$ cat src/rtl/branch_resolve_pkg.sv
// Shared definitions for the E-stage branch resolver: data width, branch
// condition encodings and redirect FSM states.
package branch_resolve_pkg;

    localparam int unsigned XLEN = 32;

    localparam logic [2:0] F3_BEQ  = 3'b000;
    localparam logic [2:0] F3_BNE  = 3'b001;
    localparam logic [2:0] F3_BLT  = 3'b100;
    localparam logic [2:0] F3_BGE  = 3'b101;
    localparam logic [2:0] F3_BLTU = 3'b110;
    localparam logic [2:0] F3_BGEU = 3'b111;

    typedef logic [0:0] state_t;
    localparam state_t S_IDLE     = 1'b0;
    localparam state_t S_REDIRECT = 1'b1;

endpackage

$ cat src/rtl/branch_resolve_if.sv
// E-stage operand bundle in, fetch redirect and performance counters out.
interface branch_resolve_if #(
    parameter int unsigned CNT_WIDTH = 32
);
    import branch_resolve_pkg::*;

    logic                 ValidE;
    logic                 StallE;
    logic                 BranchE;
    logic                 JumpE;
    logic                 JALROn;
    logic [2:0]           Funct3E;
    logic [XLEN-1:0]      RD1E;
    logic [XLEN-1:0]      RD2E;
    logic [XLEN-1:0]      PCE;
    logic [XLEN-1:0]      ImmExtE;
    logic                 PCSrc;
    logic [XLEN-1:0]      PCTargetE;
    logic                 FlushD;
    logic                 FlushE;
    logic                 MisalignE;
    logic [CNT_WIDTH-1:0] BranchCount;
    logic [CNT_WIDTH-1:0] TakenCount;

    modport master (
        output ValidE, StallE, BranchE, JumpE, JALROn, Funct3E, RD1E, RD2E, PCE, ImmExtE,
        input  PCSrc, PCTargetE, FlushD, FlushE, MisalignE, BranchCount, TakenCount
    );

    modport slave (
        input  ValidE, StallE, BranchE, JumpE, JALROn, Funct3E, RD1E, RD2E, PCE, ImmExtE,
        output PCSrc, PCTargetE, FlushD, FlushE, MisalignE, BranchCount, TakenCount
    );

endinterface

$ cat src/rtl/branch_resolve_cmp.sv
// Combinational branch condition evaluator over the forwarded operands.
module branch_cmp
    import branch_resolve_pkg::*;
(
    input  logic [2:0]      i_funct3,
    input  logic [XLEN-1:0] i_rs1,
    input  logic [XLEN-1:0] i_rs2,
    output logic            o_cond
);

    logic w_eq;
    logic w_lt;
    logic w_ltu;

    assign w_eq  = (i_rs1 == i_rs2);
    assign w_lt  = ($signed(i_rs1) < $signed(i_rs2));
    assign w_ltu = (i_rs1 < i_rs2);

    always_comb begin
        o_cond = 1'b0;
        case (i_funct3)
            F3_BEQ:  o_cond = w_eq;
            F3_BNE:  o_cond = !w_eq;
            F3_BLT:  o_cond = w_lt;
            F3_BGE:  o_cond = !w_lt;
            F3_BLTU: o_cond = w_ltu;
            F3_BGEU: o_cond = !w_ltu;
            default: o_cond = 1'b0;
        endcase
    end

endmodule

$ cat src/rtl/branch_resolve.sv
// Resolves E-stage branches/jumps into a fetch redirect, wrong-path flushes,
// a misaligned-target pulse and branch performance counters.
module branch_resolve
    import branch_resolve_pkg::*;
#(
    parameter bit          REG_REDIRECT = 1'b0,
    parameter int unsigned CNT_WIDTH    = 32
) (
    input logic             clk,
    input logic             rst,
    branch_resolve_if.slave bus
);

    logic            w_cond;
    logic            w_in_redirect;
    logic            w_resolve;
    logic            w_taken;
    logic            w_misalign;
    logic            w_redirect_now;
    logic [XLEN-1:0] w_sum;
    logic [XLEN-1:0] w_target;

    logic [CNT_WIDTH-1:0] r_branch_cnt;
    logic [CNT_WIDTH-1:0] r_taken_cnt;

    branch_cmp u_cmp (
        .i_funct3 (bus.Funct3E),
        .i_rs1    (bus.RD1E),
        .i_rs2    (bus.RD2E),
        .o_cond   (w_cond)
    );

    always_comb begin
        w_sum    = bus.JALROn ? (bus.RD1E + bus.ImmExtE) : (bus.PCE + bus.ImmExtE);
        w_target = bus.JALROn ? (w_sum & ~32'h1) : w_sum;
    end

    // The instruction seen during a registered redirect is wrong-path and never resolves.
    assign w_resolve      = bus.ValidE && !bus.StallE && (bus.BranchE || bus.JumpE) &&
                            !w_in_redirect;
    assign w_taken        = w_resolve && (bus.JumpE || (bus.BranchE && w_cond));
    assign w_misalign     = w_taken && w_target[1];
    assign w_redirect_now = w_taken && !w_misalign;

    assign bus.MisalignE  = w_misalign;

    generate
        if (REG_REDIRECT) begin : g_reg
            state_t          r_state;
            logic [XLEN-1:0] r_target;

            always_ff @(posedge clk or negedge rst) begin
                if (!rst) begin
                    r_state  <= S_IDLE;
                    r_target <= '0;
                end else begin
                    // REDIRECT lasts one cycle; resolve is blocked there so this returns to IDLE.
                    r_state <= w_redirect_now ? S_REDIRECT : S_IDLE;
                    if (w_redirect_now) begin
                        r_target <= w_target;
                    end
                end
            end

            assign w_in_redirect = (r_state == S_REDIRECT);
            assign bus.PCSrc     = w_in_redirect;
            assign bus.FlushD    = w_in_redirect;
            assign bus.FlushE    = w_in_redirect;
            assign bus.PCTargetE = r_target;
        end else begin : g_comb
            assign w_in_redirect = 1'b0;
            assign bus.PCSrc     = w_redirect_now;
            assign bus.FlushD    = w_redirect_now;
            assign bus.FlushE    = w_redirect_now;
            assign bus.PCTargetE = w_target;
        end
    endgenerate

    always_ff @(posedge clk or negedge rst) begin
        if (!rst) begin
            r_branch_cnt <= '0;
            r_taken_cnt  <= '0;
        end else begin
            if (w_resolve && bus.BranchE) begin
                r_branch_cnt <= r_branch_cnt + CNT_WIDTH'(1);
            end
            if (w_taken) begin
                r_taken_cnt <= r_taken_cnt + CNT_WIDTH'(1);
            end
        end
    end

    assign bus.BranchCount = r_branch_cnt;
    assign bus.TakenCount  = r_taken_cnt;

endmodule
$ cat src/flat_wrapper.sv
// flat-port wrapper written by rule: the top's interface ports become plain ports
module branch_resolve_flat import branch_resolve_pkg::*;
#(
    parameter bit          REG_REDIRECT = 1'b0,
    parameter int unsigned CNT_WIDTH    = 32
)
  (clk, rst, bus_ValidE, bus_StallE, bus_BranchE, bus_JumpE, bus_JALROn, bus_Funct3E, bus_RD1E, bus_RD2E, bus_PCE, bus_ImmExtE, bus_PCSrc, bus_PCTargetE, bus_FlushD, bus_FlushE, bus_MisalignE, bus_BranchCount, bus_TakenCount);
  branch_resolve_if #(.CNT_WIDTH(CNT_WIDTH)) bus_i ();
  input logic clk;
  input logic rst;
  input wire logic [$bits(bus_i.ValidE)-1:0] bus_ValidE;
  input wire logic [$bits(bus_i.StallE)-1:0] bus_StallE;
  input wire logic [$bits(bus_i.BranchE)-1:0] bus_BranchE;
  input wire logic [$bits(bus_i.JumpE)-1:0] bus_JumpE;
  input wire logic [$bits(bus_i.JALROn)-1:0] bus_JALROn;
  input wire logic [$bits(bus_i.Funct3E)-1:0] bus_Funct3E;
  input wire logic [$bits(bus_i.RD1E)-1:0] bus_RD1E;
  input wire logic [$bits(bus_i.RD2E)-1:0] bus_RD2E;
  input wire logic [$bits(bus_i.PCE)-1:0] bus_PCE;
  input wire logic [$bits(bus_i.ImmExtE)-1:0] bus_ImmExtE;
  output wire logic [$bits(bus_i.PCSrc)-1:0] bus_PCSrc;
  output wire logic [$bits(bus_i.PCTargetE)-1:0] bus_PCTargetE;
  output wire logic [$bits(bus_i.FlushD)-1:0] bus_FlushD;
  output wire logic [$bits(bus_i.FlushE)-1:0] bus_FlushE;
  output wire logic [$bits(bus_i.MisalignE)-1:0] bus_MisalignE;
  output wire logic [$bits(bus_i.BranchCount)-1:0] bus_BranchCount;
  output wire logic [$bits(bus_i.TakenCount)-1:0] bus_TakenCount;
  assign bus_i.ValidE = bus_ValidE;
  assign bus_i.StallE = bus_StallE;
  assign bus_i.BranchE = bus_BranchE;
  assign bus_i.JumpE = bus_JumpE;
  assign bus_i.JALROn = bus_JALROn;
  assign bus_i.Funct3E = bus_Funct3E;
  assign bus_i.RD1E = bus_RD1E;
  assign bus_i.RD2E = bus_RD2E;
  assign bus_i.PCE = bus_PCE;
  assign bus_i.ImmExtE = bus_ImmExtE;
  assign bus_PCSrc = bus_i.PCSrc;
  assign bus_PCTargetE = bus_i.PCTargetE;
  assign bus_FlushD = bus_i.FlushD;
  assign bus_FlushE = bus_i.FlushE;
  assign bus_MisalignE = bus_i.MisalignE;
  assign bus_BranchCount = bus_i.BranchCount;
  assign bus_TakenCount = bus_i.TakenCount;
  branch_resolve #(.REG_REDIRECT(REG_REDIRECT), .CNT_WIDTH(CNT_WIDTH)) u_core (.clk(clk), .rst(rst), .bus(bus_i));
endmodule
$ cat config.mk
export PLATFORM = sky130hd
export DESIGN_NAME = branch_resolve_flat
export DESIGN_NICKNAME = d
export VERILOG_FILES = /design/src/rtl/branch_resolve_pkg.sv /design/src/rtl/branch_resolve_if.sv /design/src/rtl/branch_resolve_cmp.sv /design/src/rtl/branch_resolve.sv /design/src/flat_wrapper.sv
export SDC_FILE = /design/constraint.sdc
export NUM_CORES = 1
export LEC_CHECK = 0
export CAP_MARGIN = 10
export CORE_AREA = 5 5 98 169
export CTS_CLUSTER_DIAMETER = 200
export DETAILED_ROUTE_END_ITERATION = 12
export DIE_AREA = 0 0 103 174
export MAX_ROUTING_LAYER = met4
export PLACE_DENSITY = 0.77
export SYNTH_ARGS = -nofsm -noshare
export SYNTH_HDL_FRONTEND = slang
export SYNTH_SLANG_ARGS = --single-unit
$ cat constraint.sdc
create_clock -name clk -period 4.9 [get_ports clk]
set_input_delay 0.98 -clock clk [delete_from_list [all_inputs] [get_ports clk]]
set_output_delay 0.98 -clock clk [all_outputs]
set_load 0.005 [all_outputs]
==> results.yml <==
outcome:
  status: "finished with violations"
  violations: "setup timing"
routing:
  finalWirelength_microns: 21260
  drt-pass1-iter-count: 5
  via_per_inst: 5.276
  drc: 0
  vias: 6421
  wl_per_cell_microns: 17.47
  drtIter0Drc: 135
  drtAntennaViolNets: 0
final_layout:
  fillers: 1168
  postLayoutCoreUtil_pct: 67.81
  nets: 1230
  antenna_cells: 0
  multiInputGateArea_sq_um: 4531
  layout.area.seq_sq_um: 1602
  drive_above_1_share_pct: 27.16
  area_delta_synth_final_pct: 75.06
sta:
  fmax_ghz: 0.2014
  rsz0062_at_grt: "true"
  setup_viol_count_final: 4
  slew_viol_final: 0
  max_slew.worst_pin.slew_ns: 0.8044
  finalClockSkew_ns: 0.008132
  fin_crit_sh_pct: 101.3
  slew_headroom_pct: 46.37
  setup_slack_ns: -0.06502
  hold_viol: 0
  min_period_ns: 4.965
  tns_ns: -0.1890
setup_path:
  crit_top_cell: "buf_12"
  worst_setup_path_end_kind: "output pin"
  startpoint_type: "input port"
  cp_max_fo: 6
  crit_arrival_ns: 3.99
  path_buf_inv: 6
  max_stage_delay_ns: 0.38
  worstPathRequired_ns: 3.92
  crit_family: "compound AO/OA/AOI/OAI gates"
  critPathSlowestCell: "or3_4"
  critical_path_class: "in -> out"
  crit_chain: "buf_12 > buf_12 > buf_12 > mux2_4 > ha_4 > inv_2 > or3_4 > or3_4 > o211ai_4 > a21oi_2 > a31oi_2 > a41o_1 > buf_6 > o41ai_4 > xnor2_1 > buf_2"
yosys:
  synth_area_per_cell_sq_um: 8.887
  synthMuxAreaShare_pct: 6.454
  yosys.area_share.simple_pct: 17.47
  synthArstFlopShare_pct: 100.0
  synthFlopType: "dfrtp_1"
  synth_top_family_by_area: "simple AND/OR/NAND/NOR gates"
  synth-seq-area-share_pct: 27.26
  synth-seq-cells: 64
  synthXorXnorAreaFrac_pct: 13.12
  synth_nets: 865
  synth_edf_count: 0
  ys_types: 60
  synth_fa_ha_area_share_pct: 14.19
  synth_cells: 661
  ys_warn_count: 0
  syn_area_sq_um: 5874
  synth_compound_area_share_pct: 16.72
global_routing:
  grt_overflow: 0
  grt_pass1_wl_microns: 32550
  grt_pass1_vias: 6746
  grt_max_degree: 65
  gr-usage-all-layers_pct: 23.34
  antenna_found_initial: 0
placed_design:
  numPortBuffers: 237
  gp_congestion: 0.9093
  hpwl_microns: 16570
floorplan:
  die-area_sq_um: 17920
  dieWidth_microns: 103
  coreArea_sq_um: 15160
  chipHeight_microns: 174
  placementRows: 60
  io_pins: 238
  start_util_pct: 38.74
clocking:
  clock-sinks: 64
  htree_num_levels: 3
  cts-root-to-sink-buffers: 2
  numCtsBuffers: 9
  tritoncts: "built"
  cts.clk_slew.worst_paths_ns: 0.05
  clk_latency_ns: 0.33
  clockRootBuffer: "clkbuf_16"
  cts_hold_buf: 0
min_path:
  hold_class: "reg -> reg"
flow_run:
  max_cap_viol_count: 0
power_and_ir_drop:
  seqPwrFrac_pct: 27.0
  power_uw: 2418
  ir_worst_vdd_uv: 211.4
  pwr-share-comb_pct: 44.7
  p_switching_uw: 772.8
  p_sw_share_pct: 31.96
  clock_power_share_pct: 28.3
  power_density_nw_per_um2: 235.2
  internal_power_uw: 1645
  p_leak_uw: 0.004767
==> metal layers <==
layer / vias to the layer above / GRT usage [%] / wire [microns]
li1: 3083 / - / -
met1: 3077 / 22.98 / 7304
met2: 213 / 44.00 / 12090
met3: 48 / 3.614 / 1103
met4: 0 / 9.022 / 765
met5: - / - / 0
==> through the flow <==
| stage | hold WS (ns) | setup slack, ns | instance area, sq um | std cells |
|---|---|---|---|---|
| floorplan | 0.4647 | 0.06087 | 5877 | 661 |
| global placement | 0.4563 | -0.8456 | 9159 | 1168 |
| detailed placement | 0.4555 | -0.9164 | 9159 | 1168 |
| CTS | 0.4665 | -0.1174 | 10020 | 1208 |
| global route | 0.4822 | -0.2050 | 10280 | 1217 |
| finish | 0.4628 | -0.06502 | 10280 | 1217 |
==> power groups by stage <==
stage	clock (uW)	sequential (uW)	combinational, uW
2_1_floorplan	0	641	415
4_1_cts	691	653	1040
3_3_place_gp	0	660	970
6_report	685	654	1080
5_1_grt	710	662	1170
3_5_place_dp	0	662	983
==> worst reg2reg max path, delay by kind of cell (launching register included) <==
| family | cells | cell delay [ns] |
|---|---|---|
| simple gates | 6 | 1.39 |
| flops | 1 | 0.46 |
| compound gates | 1 | 0.38 |
| xor+xnor | 1 | 0.19 |
==> flip-flops by register name, indices dropped and copies added (netlist names) <==
name and flops:
u_core.bus.BranchCount 32, u_core.bus.TakenCount 32
==> layout make-up <==
type	instances	area share (%)
Tap cell	186	2.263
Timing Repair Buffer	371	33.09
Clock inverter	7	0.9247
Clock buffer	9	2.190
Multi-Input combinational cell	528	44.06
Sequential cell	64	15.57
Inverter	52	1.898
==> cell usage in the layout (no fill, tap or decap), drive strengths merged, types with 13 or more instances in the layout <==
master,n
a211oi,13
a21o,20
a21oi,46
and3,14
buf,142
clkdlybuf4s50,198
dfrtp,64
dlygate4sd2,21
ha,65
inv,53
mux2,31
nand2,50
nand3,26
nand4,24
nor2,44
o21ai,24
xnor2,49
xor2,39
==> synth_stat cells (3+ instances only) <==
master	count	area, sq um
a211oi_1	5	37.54
a211oi_2	8	100.1
buf_2	4	20.02
and3_1	14	87.58
clkbuf_1	7	26.28
xor2_1	39	341.6
nand2_1	50	187.7
a31oi_1	4	25.02
a21o_1	20	150.1
xnor2_1	49	429.2
mux2i_1	3	30.03
nand2b_1	4	25.02
a21oi_1	46	230.2
nor2b_1	6	37.54
nand4_1	24	150.1
ha_1	65	813.3
mux2_2	31	349.1
o211ai_1	6	45.04
o41ai_2	3	48.80
or3_1	6	37.54
and4_1	4	35.03
inv_1	52	195.2
o21ai_0	24	120.1
dfrtp_1	64	1602
and2_1	4	25.02
nor2_1	43	161.4
o21a_1	4	30.03
nand3_1	25	125.1
nor3_1	9	45.04
==> cell families after synthesis <==
| family | count (synthesis) |
|---|---|
| buf+inv | 69 |
| mux | 34 |
| compound gates | 138 |
| simple gates | 202 |
| flops | 64 |
| fa+ha+maj | 66 |
| xor+xnor | 88 |
==> final timing paths <==
path | slack (ns) | startpoint | to | cells past startpoint
setup / recovery | -0.07 | bus_JALROn | bus_PCTargetE[30] | 16
hold / removal | 0.46 | u_core.bus.BranchCount[31]$_DFFE_PN0P_ | u_core.bus.BranchCount[31]$_DFFE_PN0P_ | 1
setup reg to reg | 2.40 | u_core.bus.TakenCount[3]$_DFFE_PN0P_ | u_core.bus.TakenCount[28]$_DFFE_PN0P_ | 8
hold reg to reg | 0.46 | u_core.bus.BranchCount[31]$_DFFE_PN0P_ | u_core.bus.BranchCount[31]$_DFFE_PN0P_ | 1
max in group asynchronous | 3.54 | rst | u_core.bus.BranchCount[7]$_DFFE_PN0P_ | 2
min in group asynchronous | 0.81 | rst | u_core.bus.TakenCount[16]$_DFFE_PN0P_ | 2
==> timing repair <==
item,CTS,global route
buffers inserted,23,11
gates resized for setup,116,59
cloned,1,0
setup endpoints to repair,30,16
pin swaps,31,38
(Power assumes the default switching activity.)
